===== src/rtl/alu_pkg.sv =====
// Shared types, opcode encodings and the reference ALU function for alu_cmd_seq.
package alu_pkg;

  typedef enum logic [1:0] {
    MODE_DIS = 2'b00,
    MODE_A   = 2'b01,
    MODE_B   = 2'b10,
    MODE_AB  = 2'b11
  } mode_e;

  typedef enum logic [1:0] {
    ST_IDLE,
    ST_ISSUE,
    ST_WAIT,
    ST_RESP
  } state_e;

  localparam logic [2:0] AOP_ADD  = 3'd0;
  localparam logic [2:0] AOP_SUB  = 3'd1;
  localparam logic [2:0] AOP_XOR  = 3'd2;
  localparam logic [2:0] AOP_AND  = 3'd3;
  localparam logic [2:0] AOP_OR   = 3'd4;
  localparam logic [2:0] AOP_XNOR = 3'd5;

  localparam logic [1:0] BOP_NAND = 2'd0;
  localparam logic [1:0] BOP_ADD  = 2'd1;
  localparam logic [1:0] BOP_NOR  = 2'd2;
  localparam logic [1:0] BOP_SUB  = 2'd3;

  localparam logic [1:0] ABOP_XOR   = 2'd0;
  localparam logic [1:0] ABOP_XNOR  = 2'd1;
  localparam logic [1:0] ABOP_DECA  = 2'd2;
  localparam logic [1:0] ABOP_INCB2 = 2'd3;

  // Operands arrive sign-extended; callers truncate to the ALU result width.
  function automatic logic signed [31:0] alu_expect(mode_e mode, logic [2:0] a_op,
                                                    logic [1:0] b_op,
                                                    logic signed [31:0] a,
                                                    logic signed [31:0] b);
    logic signed [31:0] r;
    r = '0;
    if (mode == MODE_AB) begin
      case (b_op)
        ABOP_XOR:   r = a ^ b;
        ABOP_XNOR:  r = ~(a ^ b);
        ABOP_DECA:  r = a - 32'sd1;
        ABOP_INCB2: r = b + 32'sd2;
        default:    r = '0;
      endcase
    end else if (mode == MODE_A) begin
      case (a_op)
        AOP_ADD:  r = a + b;
        AOP_SUB:  r = a - b;
        AOP_XOR:  r = a ^ b;
        AOP_AND:  r = a & b;
        AOP_OR:   r = a | b;
        AOP_XNOR: r = ~(a ^ b);
        default:  r = '0;
      endcase
    end else if (mode == MODE_B) begin
      case (b_op)
        BOP_NAND: r = ~(a & b);
        BOP_ADD:  r = a + b;
        BOP_NOR:  r = ~(a | b);
        BOP_SUB:  r = a - b;
        default:  r = '0;
      endcase
    end
    return r;
  endfunction

endpackage


===== src/rtl/alu_cmd_fifo.sv =====
// Command FIFO for alu_cmd_seq; entries hold {mode, op, a, b}, no bypass path.
module alu_cmd_fifo #(
  parameter int WIDTH = 5,
  parameter int DEPTH = 4
) (
  input  logic               clk,
  input  logic               rst,
  input  logic               push,
  input  logic [2*WIDTH+4:0] push_data,
  input  logic               pop,
  output logic [2*WIDTH+4:0] pop_data,
  output logic               full,
  output logic               empty
);

  localparam int AW = $clog2(DEPTH);
  localparam int CW = AW + 1;

  logic [2*WIDTH+4:0] mem [DEPTH];
  logic [AW-1:0]      wr_ptr;
  logic [AW-1:0]      rd_ptr;
  logic [CW-1:0]      count;
  logic               do_push;
  logic               do_pop;

  assign full     = (count == CW'(DEPTH));
  assign empty    = (count == '0);
  assign do_push  = push && !full;
  assign do_pop   = pop && !empty;
  assign pop_data = mem[rd_ptr];

  always_ff @(posedge clk) begin
    if (rst) begin
      wr_ptr <= '0;
      rd_ptr <= '0;
      count  <= '0;
    end else begin
      if (do_push) begin
        mem[wr_ptr] <= push_data;
        wr_ptr      <= wr_ptr + AW'(1);
      end
      if (do_pop) rd_ptr <= rd_ptr + AW'(1);
      case ({do_push, do_pop})
        2'b10:   count <= count + CW'(1);
        2'b01:   count <= count - CW'(1);
        default: count <= count;
      endcase
    end
  end

endmodule


===== src/rtl/alu_cmd_seq.sv =====
// Command sequencer for a registered ALU: FIFO -> issue -> wait -> response.
// Optional result self-check enabled by defining ALU_CMD_SEQ_CHECK_EN.
module alu_cmd_seq
  import alu_pkg::*;
#(
  parameter int WIDTH = 5,
  parameter int DEPTH = 4
) (
  input  logic                    clk,
  input  logic                    rst,
  input  logic                    cmd_valid,
  output logic                    cmd_ready,
  input  logic signed [WIDTH-1:0] cmd_a,
  input  logic signed [WIDTH-1:0] cmd_b,
  input  logic [1:0]              cmd_mode,
  input  logic [2:0]              cmd_op,
  output logic signed [WIDTH-1:0] A,
  output logic signed [WIDTH-1:0] B,
  output logic                    ALU_en,
  output logic                    a_en,
  output logic                    b_en,
  output logic [2:0]              a_op,
  output logic [1:0]              b_op,
  input  logic signed [WIDTH:0]   C,
  output logic                    res_valid,
  input  logic                    res_ready,
  output logic signed [WIDTH:0]   res_data,
  output logic                    mismatch
);

  localparam int EW = 2*WIDTH + 5;

  state_e            state, state_nxt;
  mode_e             mode_q;
  logic              pop;
  logic              full;
  logic              empty;
  logic [EW-1:0]     pop_data;
  logic [1:0]        pop_mode;
  logic [2:0]        pop_op;
  logic [WIDTH-1:0]  pop_a;
  logic [WIDTH-1:0]  pop_b;

  assign cmd_ready = !full;

  alu_cmd_fifo #(.WIDTH(WIDTH), .DEPTH(DEPTH)) u_fifo (
    .clk       (clk),
    .rst       (rst),
    .push      (cmd_valid),
    .push_data ({cmd_mode, cmd_op, cmd_a, cmd_b}),
    .pop       (pop),
    .pop_data  (pop_data),
    .full      (full),
    .empty     (empty)
  );

  assign {pop_mode, pop_op, pop_a, pop_b} = pop_data;

  always_ff @(posedge clk) begin
    if (rst) state <= ST_IDLE;
    else     state <= state_nxt;
  end

  always_comb begin
    state_nxt = state;
    pop       = 1'b0;
    ALU_en    = 1'b0;
    a_en      = 1'b0;
    b_en      = 1'b0;
    res_valid = 1'b0;
    case (state)
      ST_IDLE: begin
        if (!empty) begin
          pop       = 1'b1;
          state_nxt = ST_ISSUE;
        end
      end
      ST_ISSUE: begin
        ALU_en    = (mode_q != MODE_DIS);
        a_en      = mode_q[0];
        b_en      = mode_q[1];
        state_nxt = ST_WAIT;
      end
      ST_WAIT: state_nxt = ST_RESP;
      ST_RESP: begin
        res_valid = 1'b1;
        if (res_ready) state_nxt = ST_IDLE;
      end
      default: state_nxt = ST_IDLE;
    endcase
  end

  // Drive registers hold their last issued values until the next pop.
  always_ff @(posedge clk) begin
    if (rst) begin
      A        <= '0;
      B        <= '0;
      a_op     <= '0;
      b_op     <= '0;
      mode_q   <= MODE_DIS;
      res_data <= '0;
    end else begin
      if (pop) begin
        A      <= pop_a;
        B      <= pop_b;
        a_op   <= pop_op;
        b_op   <= pop_op[1:0];
        mode_q <= mode_e'(pop_mode);
      end
      if (state == ST_WAIT) res_data <= (mode_q == MODE_DIS) ? '0 : C;
    end
  end

`ifdef ALU_CMD_SEQ_CHECK_EN
  logic signed [WIDTH:0] exp_res;

  assign exp_res = (WIDTH+1)'(alu_expect(mode_q, a_op, b_op, 32'(A), 32'(B)));

  always_ff @(posedge clk) begin
    if (rst)
      mismatch <= 1'b0;
    else if (state == ST_WAIT && mode_q != MODE_DIS && C != exp_res)
      mismatch <= 1'b1;
  end
`else
  assign mismatch = 1'b0;
`endif

endmodule

===== config.mk =====
export PLATFORM = sky130hd
export DESIGN_NAME = alu_cmd_seq
export DESIGN_NICKNAME = d
export VERILOG_FILES = /design/src/rtl/alu_pkg.sv /design/src/rtl/alu_cmd_fifo.sv /design/src/rtl/alu_cmd_seq.sv
export SDC_FILE = /design/constraint.sdc
export NUM_CORES = 1
export LEC_CHECK = 0
export ABC_CLOCK_PERIOD_IN_PS = 5700
export CAP_MARGIN = 20
export CORE_AREA = 2 2 88 90
export DETAILED_ROUTE_END_ITERATION = 7
export DIE_AREA = 0 0 90 92
export GPL_ROUTABILITY_DRIVEN = 0
export PLACE_DENSITY = 0.73
export SYNTH_ARGS = -nofsm -noshare
export SYNTH_HDL_FRONTEND = slang
export SYNTH_SLANG_ARGS = --single-unit

===== constraint.sdc =====
create_clock -name clk -period 5.7 [get_ports clk]
set_input_delay 0.57 -clock clk [delete_from_list [all_inputs] [get_ports clk]]
set_output_delay 0.57 -clock clk [all_outputs]
set_load 0.02 [all_outputs]

==> flow_summary.html <==
<table>
<tr><th>Metric</th><th>Value</th></tr>
<tr><th colspan="2">Cells and area</th></tr>
<tr><td>Antenna diode instance count</td><td>0</td></tr>
<tr><td>Net count of the finished layout</td><td>303</td></tr>
<tr><td>Commonest cells after routing, fill and taps aside</td><td>edfxtp_1 (60), clkdlybuf4s50_1 (50), dfxtp_1 (32)</td></tr>
<tr><td>Final core occ</td><td>0.587</td></tr>
<tr><td>Area growth from synthesis to final layout</td><td>22.6%</td></tr>
<tr><td>Number of inserted filler cells in the final layout</td><td>582</td></tr>
<tr><td>Most frequent standard cell in the layout excluding fill and tap cells</td><td>edfxtp_1</td></tr>
<tr><td>Fraction of layout instances using a drive strength above 1</td><td>0.129</td></tr>
<tr><td>Post-route insts no fill</td><td>374</td></tr>
<tr><th colspan="2">STA</th></tr>
<tr><td>Worst-Margin Slew</td><td>0.853 ns</td></tr>
<tr><td>Worst clock skew</td><td>0.0119 ns</td></tr>
<tr><td>Final Worst Setup Slack</td><td>3.05 ns</td></tr>
<tr><td>Final period util</td><td>0.465</td></tr>
<tr><td>Number of max-slew violations in the final report</td><td>0</td></tr>
<tr><td>Relative max-transition margin</td><td>0.429</td></tr>
<tr><td>Sum Neg Setup Slack</td><td>0 ns</td></tr>
<tr><td>Shortest clock period the worst path allows after layout</td><td>2.65 ns</td></tr>
<tr><td>Achievable frequency</td><td>377 MHz</td></tr>
<tr><td>Setup Viol. Count Final</td><td>0</td></tr>
<tr><td>Final hold violations</td><td>0</td></tr>
<tr><td>RSZ-0062 raised after global routing</td><td>no</td></tr>
<tr><th colspan="2">Logic synthesis</th></tr>
<tr><td>Mux share of post-synthesis cell area</td><td>0.0976</td></tr>
<tr><td>Synthesis Warnings</td><td>0</td></tr>
<tr><td>Count of different cell masters after synthesis</td><td>33</td></tr>
<tr><td>Net count after synthesis</td><td>253</td></tr>
<tr><td>Synthesized-area fraction occupied by xor and xnor cells</td><td>0.00983</td></tr>
<tr><td>Part of the Yosys area used for sequential elements</td><td>0.685</td></tr>
<tr><td>Cell type with the highest aggregate area in the netlist</td><td>edfxtp_1</td></tr>
<tr><td>Synthesized cell area</td><td>3560 um^2</td></tr>
<tr><td>Area fraction in and, or, nand and nor cells after synthesis</td><td>0.0632</td></tr>
<tr><td>Synth Area per Inst</td><td>16.4 um^2</td></tr>
<tr><td>Cell types occupying the most area after synthesis</td><td>edfxtp_1 (51%), dfxtp_1 (18%), mux4_2 (9.5%), a22o_1 (3.7%), ha_1 (3.5%)</td></tr>
<tr><td>Portion of synthesized cell area occupied by the leading cell type</td><td>0.506</td></tr>
<tr><td>Cell count after synthesis</td><td>217</td></tr>
<tr><td>Synthesized-area fraction occupied by adder cells</td><td>0.0407</td></tr>
<tr><td>Main combinational cell family by area after synthesis</td><td>multiplexers</td></tr>
<tr><td>Fraction of the mapped netlist area in compound gates</td><td>0.0692</td></tr>
<tr><td>#FFs+latches synth</td><td>92</td></tr>
<tr><th colspan="2">Routing</th></tr>
<tr><td>DRC violation total after the first TritonRoute iteration</td><td>96</td></tr>
<tr><td>Total routed wirelength</td><td>6050 um</td></tr>
<tr><td>Number of nets still failing antenna checks after routing</td><td>0</td></tr>
<tr><td>Routed wire per std cell</td><td>16.2 um</td></tr>
<tr><td>Vias post-DR</td><td>1891</td></tr>
<tr><td>Count of unresolved DRC violations after routing</td><td>0</td></tr>
<tr><td>Post-DR vias/cell</td><td>5.06</td></tr>
<tr><td>Pre-Repair DR Iteration Count</td><td>4</td></tr>
<tr><th colspan="2">Clock network</th></tr>
<tr><td>Post_cts resized</td><td>0</td></tr>
<tr><td>CTS Sinks</td><td>92</td></tr>
<tr><td>Clock slew at the register clock pins of the worst setup and hold paths</td><td>0.08 ns</td></tr>
<tr><td>Clock latency of the later-clocked register in the worst-skew pair</td><td>0.35 ns</td></tr>
<tr><td>Root buffer cell</td><td>clkbuf_8</td></tr>
<tr><td>TritonCTS buffer count</td><td>9</td></tr>
<tr><td>CTS tree</td><td>built</td></tr>
<tr><td>Hold-fix buffers at CTS</td><td>0</td></tr>
<tr><td>Postcts setup bufs</td><td>0</td></tr>
<tr><td>Depth of the CTS H-tree</td><td>3</td></tr>
<tr><td>Max Root-Sink Buffers</td><td>2</td></tr>
<tr><th colspan="2">Die</th></tr>
<tr><td>Number of top-level pins</td><td>52</td></tr>
<tr><td>Placeable core area</td><td>7450 um^2</td></tr>
<tr><td>Vertical die dimension</td><td>92 um</td></tr>
<tr><td>Effective utilization at floorplan</td><td>0.478</td></tr>
<tr><td>Standard-cell rows</td><td>32</td></tr>
<tr><td>Width of the chip</td><td>90 um</td></tr>
<tr><td>Die Area</td><td>8280 um^2</td></tr>
<tr><th colspan="2">Critical path</th></tr>
<tr><td>Required time of the critical path</td><td>5.67 ns</td></tr>
<tr><td>R2R Path Start</td><td>u_fifo.count[2]</td></tr>
<tr><td>Slowest stage delay, CP</td><td>0.84 ns</td></tr>
<tr><td>Series of cell instances along the critical path</td><td>clkdlybuf4s50_1 -&gt; nor3_1 -&gt; and2_1</td></tr>
<tr><td>Classification of the worst setup path</td><td>in2reg</td></tr>
<tr><td>Maximum fanout along the worst path</td><td>21</td></tr>
<tr><td>Critical Path AT</td><td>2.62 ns</td></tr>
<tr><td>Reg2Reg Depth</td><td>9</td></tr>
<tr><td>Worst flop-to-flop path endpoint</td><td>u_fifo.count[2]</td></tr>
<tr><td>Endpoint class of the critical path</td><td>flop</td></tr>
<tr><td>Setup slack of the worst register-to-register path</td><td>3.33 ns</td></tr>
<tr><td>Slowest-stage cell, CP</td><td>clkdlybuf4s50_1</td></tr>
<tr><td>Startpoint Class</td><td>input port</td></tr>
<tr><td>Critical path startpoint</td><td>rst</td></tr>
<tr><th colspan="2">Power and ir drop</th></tr>
<tr><td>Power consumption</td><td>1970 uW</td></tr>
<tr><td>Worst vdd rail ir drop</td><td>168 uV</td></tr>
<tr><td>Areal power density over the cells</td><td>451 nW/um^2</td></tr>
<tr><td>Static Leak</td><td>0.00148 uW</td></tr>
<tr><th colspan="2">Hold path</th></tr>
<tr><td>Number of cells traversed by the worst hold path</td><td>2</td></tr>
<tr><td>Endpoint, Worst Hold</td><td>res_data[5]</td></tr>
<tr><td>Hold wc startpoint</td><td>res_data[5]</td></tr>
<tr><td>Hold crit path type</td><td>reg2reg</td></tr>
<tr><th colspan="2">Run status</th></tr>
<tr><td>Status</td><td>completed</td></tr>
<tr><th colspan="2">Global route</th></tr>
<tr><td>Number of global-route vias before repair</td><td>1911</td></tr>
<tr><td>Total Routing Usage GR</td><td>0.152</td></tr>
<tr><td>Pin count of the biggest net entering global routing</td><td>22</td></tr>
<tr><td>Global-route wire length before repair</td><td>9550 um</td></tr>
<tr><td>Overflow left after global routing</td><td>0</td></tr>
<tr><td>Antenna violations before repair</td><td>0</td></tr>
<tr><th colspan="2">Place</th></tr>
<tr><td>Placement Setup Slack</td><td>2.66 ns</td></tr>
<tr><td>Buffers added on ports</td><td>50</td></tr>
<tr><td>Post-detail-place hpwl</td><td>3910 um</td></tr>
<tr><td>Post-placement cell count</td><td>357</td></tr>
<tr><th colspan="2">Run</th></tr>
<tr><td>Reported max-cap violation count</td><td>0</td></tr>
</table>
## routing by layer
| layer | up-vias | global-route usage | part of all wire |
|---|---|---|---|
| met1 | 950 | 0.195 | 0.46 |
| li1 | 911 | - | - |
| met4 | 0 | 0.0564 | 0.012 |
| met5 | - | 0 | 0 |
| met3 | 5 | 0.0345 | 0.023 |
| met2 | 25 | 0.255 | 0.51 |
## per-stage QoR
step	cell area [um^2]	hold slack [ns]
floorplan	3560	0.455
global placement	4110	0.456
detailed placement	4110	0.463
CTS	4340	0.477
global route	4370	0.511
finish	4370	0.476
## kinds of logic (layout without fill, tap and decap cells)
family | after synthesis | after routing
XOR/XNOR | 4 | 4
AND/OR/NAND/NOR | 39 | 39
other | 1 | 1
adder cells (fa/ha/maj) | 11 | 11
AO/OA/AOI/OAI | 33 | 33
flip-flops | 92 | 92
buffers and inverters | 21 | 76
multiplexers | 16 | 16
## cell type report
cell class	count	area [um^2]	share of cell area
Clock buffer	11	153	0.0349
Clock inverter	5	82.6	0.0189
Inverter	9	33.8	0.00773
Multi-Input combinational cell	104	1000	0.230
Sequential cell	92	2440	0.559
Tap cell	102	128	0.0292
Timing Repair Buffer	51	528	0.121
## cell usage after synthesis
| master | instances |
|---|---|
| o31ai_1 | 1 |
| xnor2_1 | 1 |
| o21ai_0 | 3 |
| ha_1 | 10 |
| buf_6 | 3 |
| nand2_1 | 1 |
| nor2b_1 | 1 |
| dfxtp_1 | 32 |
| fa_1 | 1 |
| nor2b_4 | 1 |
| buf_2 | 1 |
| mux4_2 | 15 |
| o311ai_0 | 1 |
| o31a_4 | 1 |
| buf_4 | 4 |
| xor2_1 | 3 |
| a21oi_1 | 11 |
| inv_1 | 9 |
| edfxtp_1 | 60 |
| nor2_1 | 7 |
| nor2_4 | 1 |
| clkbuf_1 | 4 |
| nor3_1 | 2 |
| nand3_1 | 8 |
| mux2i_1 | 1 |
| and2_1 | 7 |
| a2111o_1 | 1 |
| or2_2 | 1 |
| nor3b_1 | 1 |
| nand2b_1 | 8 |
| a22o_1 | 15 |
| conb_1 | 1 |
| or3_1 | 1 |
## where the power goes
group	total [uW]	switching [uW]	leakage (uW)	internal (uW)
combinational	601	298	0.000552	303
sequential	878	71.9	0.000806	806
clock	491	216	0.000119	275
## sequential cells by signal (all words and copies together), names as in the netlist, 3 cells and up, named ones only
name and cells:
u_fifo.mem 60, res_data 6, A 5, B 5
a_op 3, u_fifo.count 3
## worst max-delay path, delay by kind of cell
family | cells | cell delay, ns
buf+inv | 1 | 0.84
simple gates | 2 | 1.18
## worst max path at each step
stage | depth (start not counted) | end
after global placement | 3 | u_fifo.mem[1][6]
after global routing | 3 | u_fifo.mem[2][14]
after CTS | 3 | u_fifo.mem[2][14]
final | 3 | u_fifo.mem[2][14]
after detailed placement | 3 | u_fifo.mem[2][6]
after floorplan | 9 | u_fifo.count[2]
No activity file was read; power rests on OpenSTA's default activity.
